**config.mk**
```make
export PLATFORM = sky130hd
export DESIGN_NAME = decoder_riscv_pipe_flat
export DESIGN_NICKNAME = d
export VERILOG_FILES = /design/src/rtl/decoder_riscv_pipe_if.sv /design/src/rtl/decoder_riscv_pipe.sv /design/src/flat_wrapper.sv
export SDC_FILE = /design/constraint.sdc
export NUM_CORES = 1
export LEC_CHECK = 0
export BUFFER_PORTS_ARGS = -buffer_cell sky130_fd_sc_hd__buf_2
export CORE_MARGIN = 3
export CORE_UTILIZATION = 42
export DETAILED_ROUTE_END_ITERATION = 6
export PLACE_DENSITY = 0.62
export SLEW_MARGIN = 20
export SYNTH_ARGS = -nofsm -noshare
export SYNTH_HDL_FRONTEND = slang
export SYNTH_SLANG_ARGS = --single-unit
export TNS_END_PERCENT = 30
```
**constraint.sdc**
```tcl
create_clock -name clk_i -period 3.1 [get_ports clk_i]
set_input_delay 0.155 -clock clk_i [delete_from_list [all_inputs] [get_ports clk_i]]
set_output_delay 0.155 -clock clk_i [all_outputs]
set_load 0.01 [all_outputs]
```
**src/rtl/decoder_riscv_pipe_if.sv**
```systemverilog
// Fetch-side and execute-side handshake bundle
// for the buffered RV32I decoder.
interface decoder_riscv_pipe_if #(
  parameter int DEPTH = 4,
  parameter int PC_W  = 32
);
  localparam int CW = $clog2(DEPTH + 1);

  logic            in_valid_i;
  logic            in_ready_o;
  logic [31:0]     instr_i;
  logic [PC_W-1:0] pc_i;
  logic            out_valid_o;
  logic            out_ready_i;
  logic [31:0]     dec_instr_o;
  logic [PC_W-1:0] dec_pc_o;
  logic [1:0]      ex_op_a_sel_o;
  logic [2:0]      ex_op_b_sel_o;
  logic [4:0]      alu_op_o;
  logic            mem_req_o;
  logic            mem_we_o;
  logic [2:0]      mem_size_o;
  logic            gpr_we_a_o;
  logic            wb_src_sel_o;
  logic            illegal_instr_o;
  logic            branch_o;
  logic            jal_o;
  logic            jalr_o;
  logic [CW-1:0]   count_o;

  modport master (
    output in_valid_i, instr_i, pc_i,
    output out_ready_i,
    input  in_ready_o, out_valid_o,
    input  dec_instr_o, dec_pc_o,
    input  ex_op_a_sel_o, ex_op_b_sel_o,
    input  alu_op_o, mem_req_o, mem_we_o,
    input  mem_size_o, gpr_we_a_o,
    input  wb_src_sel_o, illegal_instr_o,
    input  branch_o, jal_o, jalr_o,
    input  count_o
  );

  modport slave (
    input  in_valid_i, instr_i, pc_i,
    input  out_ready_i,
    output in_ready_o, out_valid_o,
    output dec_instr_o, dec_pc_o,
    output ex_op_a_sel_o, ex_op_b_sel_o,
    output alu_op_o, mem_req_o, mem_we_o,
    output mem_size_o, gpr_we_a_o,
    output wb_src_sel_o, illegal_instr_o,
    output branch_o, jal_o, jalr_o,
    output count_o
  );
endinterface

```
**src/rtl/decoder_riscv_pipe.sv**
```systemverilog
// Buffered RV32I decoder: FIFO of fetched
// instructions feeding a registered decode stage.
module decoder_riscv_pipe #(
  parameter int DEPTH = 4,
  parameter int PC_W  = 32
) (
  input  logic clk_i,
  input  logic rst_i,
  input  logic flush_i,
  decoder_riscv_pipe_if.slave bus
);
  localparam int AW = $clog2(DEPTH);
  localparam int CW = $clog2(DEPTH + 1);

  localparam logic [1:0] OP_A_RS1     = 2'd0;
  localparam logic [1:0] OP_A_CURR_PC = 2'd1;
  localparam logic [1:0] OP_A_ZERO    = 2'd2;
  localparam logic [2:0] OP_B_RS2     = 3'd0;
  localparam logic [2:0] OP_B_IMM_I   = 3'd1;
  localparam logic [2:0] OP_B_IMM_U   = 3'd2;
  localparam logic [2:0] OP_B_IMM_S   = 3'd3;
  localparam logic [2:0] OP_B_INCR    = 3'd4;
  localparam logic [4:0] ALU_ADD      = 5'd0;
  localparam logic [2:0] LDST_B       = 3'd0;
  localparam logic       WB_EX        = 1'b0;
  localparam logic       WB_LSU       = 1'b1;

  localparam logic [4:0] OPC_LOAD   = 5'b00000;
  localparam logic [4:0] OPC_MISC   = 5'b00011;
  localparam logic [4:0] OPC_OP_IMM = 5'b00100;
  localparam logic [4:0] OPC_AUIPC  = 5'b00101;
  localparam logic [4:0] OPC_STORE  = 5'b01000;
  localparam logic [4:0] OPC_OP     = 5'b01100;
  localparam logic [4:0] OPC_LUI    = 5'b01101;
  localparam logic [4:0] OPC_BRANCH = 5'b11000;
  localparam logic [4:0] OPC_JALR   = 5'b11001;
  localparam logic [4:0] OPC_JAL    = 5'b11011;
  localparam logic [4:0] OPC_SYSTEM = 5'b11100;

  logic [31:0]     instr_q [DEPTH];
  logic [PC_W-1:0] pc_q    [DEPTH];
  logic [AW-1:0]   wr_ptr, rd_ptr;
  logic [CW-1:0]   cnt;
  logic            full, nonempty;
  logic            in_ready, push, load;
  logic            out_valid;

  logic [31:0]     head;
  logic [6:0]      f7;
  logic [2:0]      f3;
  logic [1:0]      a_sel;
  logic [2:0]      b_sel;
  logic [4:0]      alu;
  logic            mreq, mwe, gwe, wb;
  logic [2:0]      size;
  logic            ill, br, jal, jalr;

  assign full     = (cnt == CW'(DEPTH));
  assign nonempty = (cnt != '0);
  assign in_ready = !full && !rst_i;
  assign push     = bus.in_valid_i && in_ready;
  assign load     = nonempty &&
                    (!out_valid || bus.out_ready_i);

  assign head = instr_q[rd_ptr];
  assign f7   = head[31:25];
  assign f3   = head[14:12];

  // FIFO storage; a push during flush is dropped
  always_ff @(posedge clk_i) begin
    if (push && !flush_i) begin
      instr_q[wr_ptr] <= bus.instr_i;
      pc_q[wr_ptr]    <= bus.pc_i;
    end
  end

  // FIFO pointers and occupancy
  always_ff @(posedge clk_i) begin
    if (rst_i || flush_i) begin
      wr_ptr <= '0;
      rd_ptr <= '0;
      cnt    <= '0;
    end else begin
      if (push) wr_ptr <= wr_ptr + AW'(1);
      if (load) rd_ptr <= rd_ptr + AW'(1);
      unique case ({push, load})
        2'b10:   cnt <= cnt + CW'(1);
        2'b01:   cnt <= cnt - CW'(1);
        default: cnt <= cnt;
      endcase
    end
  end

  // Combinational decode of the FIFO head
  always_comb begin
    a_sel = OP_A_RS1;
    b_sel = OP_B_IMM_I;
    alu   = ALU_ADD;
    mreq  = 1'b0;
    mwe   = 1'b0;
    size  = LDST_B;
    gwe   = 1'b0;
    wb    = WB_EX;
    ill   = 1'b0;
    br    = 1'b0;
    jal   = 1'b0;
    jalr  = 1'b0;
    if (head[1:0] != 2'b11) begin
      ill = 1'b1;
    end else begin
      unique case (head[6:2])
        OPC_LOAD: begin
          mreq = 1'b1;
          size = f3;
          gwe  = 1'b1;
          wb   = WB_LSU;
          ill  = (f3 == 3'd3) || (f3 > 3'd5);
        end
        OPC_STORE: begin
          b_sel = OP_B_IMM_S;
          mreq  = 1'b1;
          mwe   = 1'b1;
          size  = f3;
          ill   = (f3 > 3'd2);
        end
        OPC_OP: begin
          b_sel = OP_B_RS2;
          alu   = {2'b00, f7[5], f3};
          gwe   = 1'b1;
          ill   = !((f7 == 7'h00) ||
                    ((f7 == 7'h20) &&
                     ((f3 == 3'd0) ||
                      (f3 == 3'd5))));
        end
        OPC_OP_IMM: begin
          alu = {2'b00,
                 (f3 == 3'd5) && f7[5], f3};
          gwe = 1'b1;
          if (f3 == 3'd1)
            ill = (f7 != 7'h00);
          else if (f3 == 3'd5)
            ill = (f7 != 7'h00) &&
                  (f7 != 7'h20);
        end
        OPC_LUI: begin
          a_sel = OP_A_ZERO;
          b_sel = OP_B_IMM_U;
          gwe   = 1'b1;
        end
        OPC_AUIPC: begin
          a_sel = OP_A_CURR_PC;
          b_sel = OP_B_IMM_U;
          gwe   = 1'b1;
        end
        OPC_BRANCH: begin
          b_sel = OP_B_RS2;
          alu   = {2'b11, f3};
          br    = 1'b1;
          ill   = (f3 == 3'd2) || (f3 == 3'd3);
        end
        OPC_JAL: begin
          a_sel = OP_A_CURR_PC;
          b_sel = OP_B_INCR;
          gwe   = 1'b1;
          jal   = 1'b1;
        end
        OPC_JALR: begin
          a_sel = OP_A_CURR_PC;
          b_sel = OP_B_INCR;
          gwe   = 1'b1;
          jalr  = 1'b1;
          ill   = (f3 != 3'd0);
        end
        OPC_MISC, OPC_SYSTEM: begin
          ill = 1'b0;
        end
        default: ill = 1'b1;
      endcase
    end
    if (ill) begin
      mreq = 1'b0;
      mwe  = 1'b0;
      gwe  = 1'b0;
      br   = 1'b0;
      jal  = 1'b0;
      jalr = 1'b0;
    end
  end

  // Output stage: load on free slot, hold on stall
  always_ff @(posedge clk_i) begin
    if (rst_i) begin
      out_valid            <= 1'b0;
      bus.dec_instr_o      <= '0;
      bus.dec_pc_o         <= '0;
      bus.ex_op_a_sel_o    <= OP_A_RS1;
      bus.ex_op_b_sel_o    <= OP_B_IMM_I;
      bus.alu_op_o         <= ALU_ADD;
      bus.mem_req_o        <= 1'b0;
      bus.mem_we_o         <= 1'b0;
      bus.mem_size_o       <= LDST_B;
      bus.gpr_we_a_o       <= 1'b0;
      bus.wb_src_sel_o     <= WB_EX;
      bus.illegal_instr_o  <= 1'b0;
      bus.branch_o         <= 1'b0;
      bus.jal_o            <= 1'b0;
      bus.jalr_o           <= 1'b0;
    end else if (flush_i) begin
      out_valid <= 1'b0;
    end else if (load) begin
      out_valid            <= 1'b1;
      bus.dec_instr_o      <= head;
      bus.dec_pc_o         <= pc_q[rd_ptr];
      bus.ex_op_a_sel_o    <= a_sel;
      bus.ex_op_b_sel_o    <= b_sel;
      bus.alu_op_o         <= alu;
      bus.mem_req_o        <= mreq;
      bus.mem_we_o         <= mwe;
      bus.mem_size_o       <= size;
      bus.gpr_we_a_o       <= gwe;
      bus.wb_src_sel_o     <= wb;
      bus.illegal_instr_o  <= ill;
      bus.branch_o         <= br;
      bus.jal_o            <= jal;
      bus.jalr_o           <= jalr;
    end else if (bus.out_ready_i) begin
      out_valid <= 1'b0;
    end
  end

  assign bus.in_ready_o  = in_ready;
  assign bus.out_valid_o = out_valid;
  assign bus.count_o     = cnt;
endmodule

```
**src/flat_wrapper.sv**
```systemverilog
// flat-port wrapper written by rule: the top's interface ports become plain ports
module decoder_riscv_pipe_flat 
#(
  parameter int DEPTH = 4,
  parameter int PC_W  = 32
)
  (clk_i, rst_i, flush_i, bus_in_valid_i, bus_instr_i, bus_pc_i, bus_out_ready_i, bus_in_ready_o, bus_out_valid_o, bus_dec_instr_o, bus_dec_pc_o, bus_ex_op_a_sel_o, bus_ex_op_b_sel_o, bus_alu_op_o, bus_mem_req_o, bus_mem_we_o, bus_mem_size_o, bus_gpr_we_a_o, bus_wb_src_sel_o, bus_illegal_instr_o, bus_branch_o, bus_jal_o, bus_jalr_o, bus_count_o);
  decoder_riscv_pipe_if #(.DEPTH(DEPTH), .PC_W(PC_W)) bus_i ();
  input  logic clk_i;
  input  logic rst_i;
  input  logic flush_i;
  input wire logic [$bits(bus_i.in_valid_i)-1:0] bus_in_valid_i;
  input wire logic [$bits(bus_i.instr_i)-1:0] bus_instr_i;
  input wire logic [$bits(bus_i.pc_i)-1:0] bus_pc_i;
  input wire logic [$bits(bus_i.out_ready_i)-1:0] bus_out_ready_i;
  output wire logic [$bits(bus_i.in_ready_o)-1:0] bus_in_ready_o;
  output wire logic [$bits(bus_i.out_valid_o)-1:0] bus_out_valid_o;
  output wire logic [$bits(bus_i.dec_instr_o)-1:0] bus_dec_instr_o;
  output wire logic [$bits(bus_i.dec_pc_o)-1:0] bus_dec_pc_o;
  output wire logic [$bits(bus_i.ex_op_a_sel_o)-1:0] bus_ex_op_a_sel_o;
  output wire logic [$bits(bus_i.ex_op_b_sel_o)-1:0] bus_ex_op_b_sel_o;
  output wire logic [$bits(bus_i.alu_op_o)-1:0] bus_alu_op_o;
  output wire logic [$bits(bus_i.mem_req_o)-1:0] bus_mem_req_o;
  output wire logic [$bits(bus_i.mem_we_o)-1:0] bus_mem_we_o;
  output wire logic [$bits(bus_i.mem_size_o)-1:0] bus_mem_size_o;
  output wire logic [$bits(bus_i.gpr_we_a_o)-1:0] bus_gpr_we_a_o;
  output wire logic [$bits(bus_i.wb_src_sel_o)-1:0] bus_wb_src_sel_o;
  output wire logic [$bits(bus_i.illegal_instr_o)-1:0] bus_illegal_instr_o;
  output wire logic [$bits(bus_i.branch_o)-1:0] bus_branch_o;
  output wire logic [$bits(bus_i.jal_o)-1:0] bus_jal_o;
  output wire logic [$bits(bus_i.jalr_o)-1:0] bus_jalr_o;
  output wire logic [$bits(bus_i.count_o)-1:0] bus_count_o;
  assign bus_i.in_valid_i = bus_in_valid_i;
  assign bus_i.instr_i = bus_instr_i;
  assign bus_i.pc_i = bus_pc_i;
  assign bus_i.out_ready_i = bus_out_ready_i;
  assign bus_in_ready_o = bus_i.in_ready_o;
  assign bus_out_valid_o = bus_i.out_valid_o;
  assign bus_dec_instr_o = bus_i.dec_instr_o;
  assign bus_dec_pc_o = bus_i.dec_pc_o;
  assign bus_ex_op_a_sel_o = bus_i.ex_op_a_sel_o;
  assign bus_ex_op_b_sel_o = bus_i.ex_op_b_sel_o;
  assign bus_alu_op_o = bus_i.alu_op_o;
  assign bus_mem_req_o = bus_i.mem_req_o;
  assign bus_mem_we_o = bus_i.mem_we_o;
  assign bus_mem_size_o = bus_i.mem_size_o;
  assign bus_gpr_we_a_o = bus_i.gpr_we_a_o;
  assign bus_wb_src_sel_o = bus_i.wb_src_sel_o;
  assign bus_illegal_instr_o = bus_i.illegal_instr_o;
  assign bus_branch_o = bus_i.branch_o;
  assign bus_jal_o = bus_i.jal_o;
  assign bus_jalr_o = bus_i.jalr_o;
  assign bus_count_o = bus_i.count_o;
  decoder_riscv_pipe #(.DEPTH(DEPTH), .PC_W(PC_W)) u_core (.clk_i(clk_i), .rst_i(rst_i), .flush_i(flush_i), .bus(bus_i));
endmodule
```
* After elaboration in Yosys (flattened, before gate mapping) *
Memory sizes are Yosys's and may differ from the RTL's. A register that Yosys moved wholly into a read port is not among the register bits.
Index checks and enable logic that the tools add are counted.

cells by class
  add/sub/neg operators = 4
  $lt $le $gt $ge = 2
  eq/ne operators = 20
  multiplexer cells = 39
  bitwise operators = 1
  reductions and logical operators = 35

operators with widths
  cell                                                              count
  1-bit two-way mux                                                 27
  5-bit == test (second input constant)                             4
  5-bit by 4-bit == test with 1-bit output (second input constant)  3
  5-bit one-hot mux with 3 select lines                             1
  3-bit one-hot mux with 4 select lines                             1
  5-bit by 3-bit == test with 1-bit output (second input constant)  2
  2-bit OR reduction                                                5
  3-bit two-way mux                                                 3
  7-bit by 6-bit == test with 1-bit output (second input constant)  1
  1-bit logical AND                                                 7
  7-bit logical NOT                                                 1
  7-bit by 6-bit != test with 1-bit output (second input constant)  1
  1-bit one-hot mux with 7 select lines                             1
  7-bit nonzero test                                                1
  7-bit OR reduction                                                1
  3-bit by 2-bit == test with 1-bit output (second input constant)  2
  3-bit == test (second input constant)                             2
  1-bit logical OR                                                  6
  2-bit two-way mux                                                 3
  3-bit one-hot mux with 2 select lines                             1
  3-bit nonzero test                                                2
  5-bit by 2-bit == test with 1-bit output (second input constant)  1
  1-bit logical NOT                                                 5
  5-bit logical NOT                                                 1
  other kinds (17)                                                  19

word-level totals
  bits in registers = 61
  memory bits (writable) = 256
  bits of input ports = 69
  output and inout bits = 90
  word-level logic and storage cells = 120
  memories kept = 2

memory list
  memory          words  width  read ports  clocked after memory_dff  wr ports  RTL line                  source
  u_core.instr_q  4      32     1           1                         1         decoder_riscv_pipe.sv:40  logic [31:0] instr_q [DEPTH];
  u_core.pc_q     4      32     1           1                         1         decoder_riscv_pipe.sv:41  logic [PC_W-1:0] pc_q [DEPTH];

* Depth between registers and ports, before layout *
Gate-level depths: netlist of run 1.

  depth after elaboration = 8
  gate-level depth with buffers = 9
  depth with buffers taken out = 9

* Worst setup path after synthesis of run 1 *
No wires, ideal clock.

  path type = reg-to-reg
  start = register u_core.cnt[1] (netlist: u_core.bus.count_o[1])
  end = memory u_core.instr_q[0][0] (enable)
  setup time = 429 ps
  arrival = 2718 ps
  data required time = 2671 ps
  path slack = -47 ps
  cell stages (with the launch flop) = 6
  buffers on the path = 0
  period minus slack after synthesis = 3147 ps
  cell sequence = dfxtp_1 inv_1 a31oi_1 nand2_1 nor2_1 and2_1

on the way
  cells in the longest elaborated chain, start to end = 7

RTL lines
  what                                     RTL line                  source
  start, declared                          decoder_riscv_pipe.sv:43  logic [CW-1:0] cnt;
  start signal, assigned                   decoder_riscv_pipe.sv:87  2'b10: cnt <= cnt + CW'(1);
  start signal, assigned                   decoder_riscv_pipe.sv:88  2'b01: cnt <= cnt - CW'(1);
  start signal, assigned                   decoder_riscv_pipe.sv:89  default: cnt <= cnt;
  3-bit == test                            decoder_riscv_pipe.sv:58  assign full = (cnt == CW'(DEPTH));
  1-bit logical NOT                        decoder_riscv_pipe.sv:60  assign in_ready = !full && !rst_i;
  1-bit logical AND                        decoder_riscv_pipe.sv:60
  named net bus_in_ready_o                 flat_wrapper.sv:16        output wire logic [$bits(bus_i.in_ready_o)-1:0] bus_in_ready_o;
  1-bit logical AND                        decoder_riscv_pipe.sv:61  assign push = bus.in_valid_i && in_ready;
  1-bit logical AND                        decoder_riscv_pipe.sv:71  if (push && !flush_i) begin
  1-bit two-way mux                        decoder_riscv_pipe.sv:71
  1-bit two-way mux (not written as such)  decoder_riscv_pipe.sv:72  instr_q[wr_ptr] <= bus.instr_i;
  end, declared                            decoder_riscv_pipe.sv:40

The timed path passes the listed nets, and every way through them passes these cells.

==> results of run 1 <==
## per-stage QoR
stage / total power, mW / hold slack [ps] / setup TNS [ps] / setup slack, ps / area (sq um)
detailed placement: 5.783 / 371.3 / 0 / 458.0 / 14290
CTS: 10.13 / 24.59 / 0 / 450.9 / 16140
global route: 10.40 / 81.31 / 0 / 286.4 / 16140
floorplan: 5.560 / 253.9 / -2974 / -46.47 / 13020
finish: 10.02 / 39.02 / 0 / 448.9 / 16140
global placement: 5.773 / 371.5 / 0 / 505.3 / 14290
## per-layer routing
layer | global-route usage, % | wire (um)
met5 | 0 | 21
met4 | 4.266 | 534
met3 | 3.405 | 1531
met2 | 29.23 | 14150
met1 | 22.98 | 12190
## how the worst max path moves through the flow
stage / slack (ps) / endpoint / depth (start not counted)
after CTS: 450 / u_core.bus.illegal_instr_o / 7
final: 450 / u_core.bus.illegal_instr_o / 7
after detailed placement: 460 / u_core.bus.illegal_instr_o / 7
after global routing: 290 / u_core.bus.illegal_instr_o / 7
after global placement: 510 / u_core.bus.illegal_instr_o / 7
after floorplan: -50 / u_core.instr_q[3][0] / 5
## kinds of logic after synthesis
family	count (synthesis)	share of synthesized area, %
buf+inv	53	2.259
compound gates	106	4.749
mux	64	11.22
simple gates	208	6.903
flops	351	73.68
fa+ha+maj	7	0.7210
xor+xnor	7	0.4711
## layout make-up
| class | instances | area (sq um) | area share, % |
|---|---|---|---|
| antenna | 2 | 5.005 | 0.03101 |
| clock buffer | 51 | 1061 | 6.573 |
| inverter | 6 | 22.52 | 0.1395 |
| timing repair buffer | 242 | 1689 | 10.46 |
| sequential | 351 | 9594 | 59.44 |
| multi-input combinational | 392 | 3153 | 19.53 |
| tap | 390 | 488.0 | 3.023 |
| clock inverter | 16 | 128.9 | 0.7984 |
## state kept, by name, summed over array words and instances (netlist names), named ones only
signal / flops
u_core.bus.count_o: 3
u_core.bus.ex_op_b_sel_o: 3
u_core.bus.jalr_o: 1
u_core.bus.out_valid_o: 1
u_core.rd_ptr: 2
u_core.wr_ptr: 2
u_core.instr_q: 128
u_core.bus.mem_req_o: 1
u_core.bus.gpr_we_a_o: 1
u_core.bus.ex_op_a_sel_o: 2
u_core.bus.jal_o: 1
u_core.bus.mem_we_o: 1
u_core.bus.mem_size_o: 3
u_core.bus.dec_pc_o: 32
u_core.bus.alu_op_o: 5
u_core.bus.branch_o: 1
u_core.bus.dec_instr_o: 32
u_core.bus.wb_src_sel_o: 1
u_core.bus.illegal_instr_o: 1
u_core.pc_q: 128
## placed cells by master, fill, tap and decap left out, drive strengths merged, types with 2 or more instances in the layout
cell type | Yosys | layout
xnor2 | 2 | 2
a32oi | 4 | 4
and2 | 6 | 6
buf | 16 | 176
ha | 5 | 5
or3 | 2 | 2
a211oi | 2 | 2
a21oi | 76 | 76
nand2 | 141 | 141
nor3 | 6 | 6
nand3b | 2 | 2
nand2b | 3 | 3
a32o | 5 | 5
xor2 | 5 | 5
nand3 | 6 | 6
clkbuf | 31 | 51
or2 | 3 | 3
inv | 6 | 7
a22oi | 4 | 4
nor2 | 30 | 30
bufinv | 0 | 2
diode | 0 | 2
nor4 | 2 | 2
mux4 | 64 | 64
edfxtp | 256 | 256
clkinv | 0 | 13
dfxtp | 95 | 95
o21ai | 8 | 8
nor2b | 3 | 3
dlygate4sd3 | 0 | 66
## power by group
group | switching, mW | internal [mW] | total, mW | leakage, nW
clock network | 1.72 | 2.56 | 4.28 | 0.593
registers | 0.0430 | 5.11 | 5.16 | 3.08
logic | 0.325 | 0.262 | 0.587 | 1.94
## tightest hold or removal path: stages
cell,delay (ps)
buf_2,80
nor2b_1,90
nor2b_1,120
nor2_1,40
==> flow_summary.ini, run 1 <==
[cts]
htree_levels = 2
cts_tree = built
cts_resized = 0
numCtsBuffers = 37
clk_pin_slew_ps = 60
cts_hold_buf = 66
post_cts_buffers = 0
clock_sinks = 351
cts_buffer_depth = 3
cts-root-buf = clkbuf_16
clkLatencyLatePin_ps = 510

[sta]
fin_skew_ps = 18.02
max_freq_mhz = 377.2
hold_viol = 0
finalSetupViolCount = 0
fin_crit_ps = 2651
tightest_slew_ps = 1060
slew_headroom_pct = 29.33
min_period_over_period_pct = 85.52
drv_slew = 0
rsz0062_at_grt = false

[routing]
drc = 0
vias = 7488
via_per_inst = 5.164
drtIter0Drc = 463
wl_per_cell_um = 19.60
dr.pass1.iters = 5
routed_wirelength_um = 28430
antenna_left = 0

[global_route]
overflow = 0
grt_usage_pct = 17.22
antenna_found_initial = 4
grt_pass1_wl_um = 44880
grt_max_degree = 85
grt_pass1_vias = 7878

[setup_path]
reg2reg_depth = 7
path_cells = buf_4 -> mux4_2 -> xor2_1 -> o21ai_0 -> a2111oi_2 -> a21oi_2 -> a311oi_1
worstSetupEndpointType = flip-flop
start_kind = flip-flop
arrival_ps = 3060
max_stage_delay_ps = 650
r2r_setup_slack_ps = 450
worstPathMaxFanout = 10
worst-path-buf-inv = 1
crit_type = reg -> reg
slowest_stage = mux4_2
cp_top_family = compound AO/OA/AOI/OAI gates
timing.rr.end = u_core.bus.illegal_instr_o
crit_required_ps = 3510

[logic_synthesis]
synth_cell_type_count = 52
synth_nets = 871
synth_top_area_share_pct = 59.07
synth_flop_cell = edfxtp_1
synth-edff-count = 256
ys_async_sr_fraction_pct = 0
synth.most_common_cell = edfxtp_1
netlist_instances = 796
syn-cell-area_sq_mm = 0.01301
syn_area_per_cell_sq_um = 16.35
yosysSeqAreaShare_pct = 73.68
netlist_top_cells_count = 256 x edfxtp_1, 141 x nand2_1, 95 x dfxtp_1, 75 x a21oi_1, 59 x mux4_2
yosys_warnings = 0
yosys-top-cells-area = edfxtp_1 59%, dfxtp_1 15%, mux4_2 10%, nand2_1 4.1%, a21oi_1 2.9%
synth_seq_cells = 351
synth_largest_area_cell = edfxtp_1

[finish]
nFillCells = 2457
area_growth_pct = 24.02
utilization_pct = 53.61
fin_cells = 1450
drive_gt1_share_pct = 29.30
nNetsFinal = 1105

[worst_hold_path]
min_delay_path_depth = 4
whs_endpoint = u_core.bus.out_valid_o
min_from = bus_out_ready_i
hold_class = in -> reg

[placement]
gp_congestion = 0.7939
dp_hpwl_um = 16870
io_buffers = 158
dp.cells = 1315

[floorplanning]
die_h_um = 182.0
die-area_sq_mm = 0.03314
boundaryPins = 159
die_w_um = 182.0
rows = 63
coreArea_sq_mm = 0.03011
start_util_pct = 43.22

[power_and_ir_drop]
power.density_mw_per_mm2 = 621.0
peakVddDrop_mv = 0.3298
power.leakage_nw = 5.612

[outcome]
status = finished clean

[run]
cap_violations = 0
No activity file was read; power rests on OpenSTA's default activity.
==> inputs of run 2 (changes only) <==
--- a/config.mk
+++ b/config.mk
@@ -5,6 +5,7 @@
 export SDC_FILE = /design/constraint.sdc
 export NUM_CORES = 1
 export LEC_CHECK = 0
+export ABC_AREA = 1
 export BUFFER_PORTS_ARGS = -buffer_cell sky130_fd_sc_hd__buf_2
 export CORE_MARGIN = 3
 export CORE_UTILIZATION = 42
==> run 2 against run 1 <==
Compared with the run above:
- first-iteration DRC count rose by 87%
- utilization fell by 0.41 points
- die area rose by 2.2%
- final area rose by 1.9%
- clock skew rose by 0.55 ps
- sequential share of layout area fell by 1.1 points
- sequential power rose by 1%
- largest cell class unchanged
- highest routed layer is now met4
==> flow_summary.ini, run 2 <==
[outcome]
status = finished clean

[placement]
dpl_worst_slack_ps = 740.7
io_buffers = 158
gp_congestion = 0.8981
dp_hpwl_um = 18650
placedInstanceArea_sq_mm = 0.01454
dp.cells = 1657

[cts]
post_cts_buffers = 0
numCtsBuffers = 38
clkLatencyLatePin_ps = 530
cts_hold_buf = 68
cts_resized = 0
clk_pin_slew_ps = 60
htree_levels = 2
cts_buffer_depth = 3
cts_tree = built
clock_sinks = 351
cts-root-buf = clkbuf_16

[floorplanning]
die_w_um = 184.0
start_util_pct = 43.07
coreArea_sq_mm = 0.03091
boundaryPins = 159
die_h_um = 184.0
rows = 64
die-area_sq_mm = 0.03387

[logic_synthesis]
synth_largest_area_cell = edfxtp_1
netlist_top_cells_count = 256 x edfxtp_1, 223 x nand2_1, 126 x nor2_1, 119 x o21ai_0, 95 x dfxtp_1
netlist_instances = 1148
syn_area_per_cell_sq_um = 11.60
synth_cell_type_count = 34
yosys-top-cells-area = edfxtp_1 58%, dfxtp_1 14%, nand2_1 6.3%, o21ai_0 4.5%, nor2_1 3.6%
syn-cell-area_sq_mm = 0.01331
synth_flop_cell = edfxtp_1
synth_seq_cells = 351
synth.most_common_cell = edfxtp_1
synth_top_area_share_pct = 57.74
synth-edff-count = 256
ys_async_sr_fraction_pct = 0
synth_nets = 1223
yosysSeqAreaShare_pct = 72.03
yosys_warnings = 0

[sta]
rsz0062_at_grt = false
tightest_slew_ps = 926.0
drv_slew = 0
fin_skew_ps = 18.57
hold_viol = 0
min_period_over_period_pct = 76.95
fin_crit_ps = 2385
setup_slack_ps = 714.6
max_freq_mhz = 419.2
slew_headroom_pct = 38.27
finalSetupViolCount = 0

[routing]
via_per_inst = 5.184
drtIter0Drc = 867
drc = 0
dr.pass1.iters = 5
wl_met1_um = 14350
top_layer = met4
antenna_left = 0
wl_per_cell_um = 17.70
routed_wirelength_um = 31770
wl_met3_um = 1899
route.met2.wl_um = 14990
vias = 9305

[global_route]
grt_max_degree = 75
antenna_found_initial = 1
grt_usage_pct = 18.59
overflow = 0
grt_pass1_vias = 9002
grt_pass1_wl_um = 50240

[setup_path]
worstSetupEndpointType = flip-flop
start_kind = flip-flop
crit_required_ps = 3520
crit_type = reg -> reg
arrival_ps = 2810
worstPathMaxFanout = 64

[finish]
top_regs = u_core.instr_q x128, u_core.pc_q x128
nNetsFinal = 1444
nFillCells = 2732
stdcell_area_sq_mm = 0.01644
final_common_cell = edfxtp_1
area_growth_pct = 23.52
layout_common_cells = 256 x edfxtp_1, 222 x nand2_1, 158 x buf_2, 122 x nor2_1, 119 x o21ai_0
fin_cells = 1795
drive_gt1_share_pct = 19.53

[run]
cap_violations = 0

[power_and_ir_drop]
power.density_mw_per_mm2 = 640.3
pwr-share-clk_pct = 41.9
combPwrFrac_pct = 8.6
power.leakage_nw = 6.114
p_sw_mw = 2.425
pwr-share-seq_pct = 49.5
sw_frac_of_total_pct = 23.03
intPower_mw = 8.104
peakVddDrop_mv = 0.4486

[worst_hold_path]
hold_class = in -> reg
==> run 2: per-layer routing <==
| layer | vias to the layer above | track usage (%) |
|---|---|---|
| met5 | - | 0 |
| met1 | 4483 | 26.00 |
| met4 | 0 | 4.173 |
| li1 | 4496 | - |
| met2 | 281 | 30.73 |
| met3 | 45 | 3.186 |
==> run 2: logic make-up after synthesis <==
logic type,share of synthesized area (%)
buffers and inverters,3.355
and+or+nand+nor,13.35
AOI/OAI and AO/OA,10.65
DFF,72.03
adders and majority gates,0.6203
==> run 2: per-stage QoR <==
stage / power (mW) / utilization, % / TNS, ps / hold slack, ps
2_1_floorplan: 5.824 / - / -33080 / 253.9
3_3_place_gp: 6.138 / 47.05 / 0 / 371.7
3_5_place_dp: 6.151 / 47.05 / 0 / 372.4
4_1_cts: 10.63 / 53.19 / 0 / 26.80
5_1_grt: 10.95 / 53.20 / 0 / 77.57
6_report: 10.53 / 53.20 / 0 / 56.66
==> run 2: final cells by class <==
cell class	count	area, sq um	area share (%)
Sequential cell	351	9592	58.33
Inverter	33	125.1	0.7609
Clock buffer	51	1051	6.392
Timing Repair Buffer	246	1697	10.32
Multi-Input combinational cell	699	3314	20.16
Tap cell	396	495.5	3.013
Clock inverter	18	166.4	1.012
Antenna cell	1	2.502	0.01522
==> run 2: power by group through the flow <==
stage	combinational [mW]	clock [mW]	sequential [mW]
2_1_floorplan	0.483	0	5.34
3_3_place_gp	0.831	0	5.31
3_5_place_dp	0.841	0	5.31
4_1_cts	0.915	4.50	5.21
5_1_grt	1.01	4.72	5.22
6_report	0.904	4.41	5.21
==> run 2: worst max-delay path: stages (launching register included) <==
cell and delay, ps:
dfxtp_2 330, buf_4 540, nand2_1 120, nand3_1 140
nand2_2 120, nor2_1 210, nand2_1 130, o21ai_2 180
nor2_1 100, nor2_4 170, nand3_1 100, o211ai_1 110
inv_2 40
==> run 2: final timing paths <==
kind	from	to	slack, ps	depth (start not counted)
worst max register to register	flip-flop	u_core.bus.illegal_instr_o	710	12
worst min-delay path	rst_i	u_core.wr_ptr[1]	60	4
worst max-delay path	flip-flop	u_core.bus.illegal_instr_o	710	12
worst min register to register	u_core.bus.mem_size_o[2]	u_core.bus.mem_size_o[2]	460	2
==> inputs of run 3 (changes only) <==
==> constraint.sdc (replaced) <==
create_clock -name clk_i -period 2.4 [get_ports clk_i]
set_input_delay 0.12 -clock clk_i [delete_from_list [all_inputs] [get_ports clk_i]]
set_output_delay 0.12 -clock clk_i [all_outputs]
set_load 0.01 [all_outputs]
==> run 3 against run 2 <==
Compared with the run above:
- largest power group unchanged
- clock skew decreased by 1.8 ps
- final cell count increased by 0.28%
- count of clock-buffer cells in the layout unchanged
- total power increased by 29%
- combinational power increased by 33%
==> flow_summary.ini, run 3 (synthesis results as in run 2) <==
[outcome]
status = finished clean

[setup_path]
path_cells = inv_2 -> buf_4 -> nand2_1 -> nand3_1 -> nand2_1 -> inv_1 -> nand3_1 -> nand2_1 -> nand3_1 -> nand2_1 -> nand2_1 -> nand2_2 -> nand4_1 -> a21oi_1
reg2reg_depth = 14
max_stage_delay_ps = 340
cp.depth = 14
slowest_stage = dfxtp_2
cp_top_family = simple AND/OR/NAND/NOR gates
worst-path-buf-inv = 3
worstPathMaxFanout = 24
cp-endpoint = u_core.bus.gpr_we_a_o
timing.rr.end = u_core.bus.gpr_we_a_o
r2r_setup_slack_ps = 210
crit_required_ps = 2830
arrival_ps = 2630
cp_common_cell = nand2_1
crit_type = reg -> reg
worstSetupEndpointType = flip-flop
start_kind = flip-flop

[sta]
min_period_over_period_pct = 91.27
rsz0062_at_grt = false
fin_skew_ps = 16.82
finalSetupViolCount = 0
finalSetupTns_ps = 0
fin_crit_ps = 2191
slew_headroom_pct = 38.49
hold_viol = 0
drv_slew = 0
setup_slack_ps = 209.5
max_freq_mhz = 456.5
tightest_slew_ps = 922.6

[cts]
cts-root-buf = clkbuf_16
clkLatencyLatePin_ps = 520
cts_buffer_depth = 3
cts_tree = built
clk_pin_slew_ps = 60
htree_levels = 2
clock_sinks = 351
numCtsBuffers = 38

[routing]
vias = 9303
dr.pass1.iters = 4
antenna_left = 0
wl_per_cell_um = 17.79
routed_wirelength_um = 32030
drc = 0
via_per_inst = 5.168
drtIter0Drc = 716

[power_and_ir_drop]
sw_frac_of_total_pct = 22.70
p_total_mw = 13.63
pwr-share-clk_pct = 41.7
combPwrFrac_pct = 8.8
pwr-share-seq_pct = 49.4
power.density_mw_per_mm2 = 823.2
p_sw_mw = 3.093
intPower_mw = 10.53
peakVddDrop_mv = 0.6074
power.leakage_nw = 6.170

[finish]
layout_common_cells = 256 x edfxtp_1, 222 x nand2_1, 158 x buf_2, 122 x nor2_1, 119 x o21ai_0
final_common_cell = edfxtp_1
drive_gt1_share_pct = 20.24
area_growth_pct = 24.35
nNetsFinal = 1449
top_regs = u_core.instr_q x128, u_core.pc_q x128
utilization_pct = 53.56

[global_route]
grt_pass1_vias = 9249
grt_usage_pct = 18.73
grt_pass1_wl_um = 50310
grt_max_degree = 74
overflow = 0
antenna_found_initial = 1

[placement]
dpl_worst_slack_ps = 266.2
gp_congestion = 0.9000
dp_hpwl_um = 19170
io_buffers = 158

[floorplanning]
rows = 64
die_h_um = 184.0
die_w_um = 184.0
die-area_sq_mm = 0.03387
start_util_pct = 43.07
boundaryPins = 159
coreArea_sq_mm = 0.03091

[run]
cap_violations = 0

[worst_hold_path]
hold_class = in -> reg
## run 3: cell count changes in the layout (fill, tap and decap cells not counted), sizes merged
cell,delta
clkinvlp,-1
buf,+7
inv,+2
bufinv,-1
dlygate4sd3,-2
## run 3: how the worst min path moves through the flow
stage	start	endpoint	slack, ps	depth (start not counted)
final	flush_i	u_core.bus.out_valid_o	30	5
after global placement	bus_pc_i[6]	u_core.pc_q[1][6]	340	1
after detailed placement	bus_pc_i[21]	u_core.pc_q[1][21]	340	1
after CTS	flush_i	u_core.bus.out_valid_o	10	5
after floorplan	bus_instr_i[0]	u_core.instr_q[0][0]	220	0
after global routing	flush_i	u_core.bus.out_valid_o	50	5
## run 3: cell type report
class	count	area, sq um
Antenna cell	1	2.502
Timing Repair Buffer	251	1754
Sequential cell	351	9592
Clock buffer	51	1105
Tap cell	396	495.5
Inverter	33	125.1
Fill cell	2694	14360
Clock inverter	18	138.9
Multi-Input combinational cell	699	3342
## run 3: power groups by stage
stage / clock network [mW] / logic (mW) / registers (mW)
final: 5.69 / 1.20 / 6.74
after global routing: 6.10 / 1.34 / 6.75
after CTS: 5.82 / 1.21 / 6.74
after detailed placement: 0 / 1.12 / 6.86
after global placement: 0 / 1.10 / 6.86
after floorplan: 0 / 0.631 / 6.90
## run 3: worst register-to-register path, stage by stage, from the launching register on
cell and delay, ps:
dfxtp_2 340, inv_2 330, buf_4 280, nand2_1 60, nand3_1 70, nand2_1 130
inv_1 140, nand3_1 100, nand2_1 80, nand3_1 70, nand2_1 60, nand2_1 50
nand2_2 120, nand4_1 120, a21oi_1 160
## run 3: what timing repair did
item,in CTS,in global routing
resized for setup,0,0
hold buffers,66,0
endpoints found under the hold margin,259,0
setup buffers,0,0
## run 3: routing by layer
layer	track usage [%]	wire, um	up-vias
li1	-	-	4499
met1	25.53	14680	4522
met2	31.00	15050	242
met3	4.036	1707	40
met4	4.385	595	0
met5	0	0	-
## run 3: metrics by stage
step	hold WS, ps	instances	instance area (sq um)
3_5_place_dp	337.0	1664	14650
5_1_grt	48.97	1800	16550
4_1_cts	9.579	1799	16550
6_report	32.69	1800	16550
3_3_place_gp	335.4	1664	14650
2_1_floorplan	218.9	1148	13370
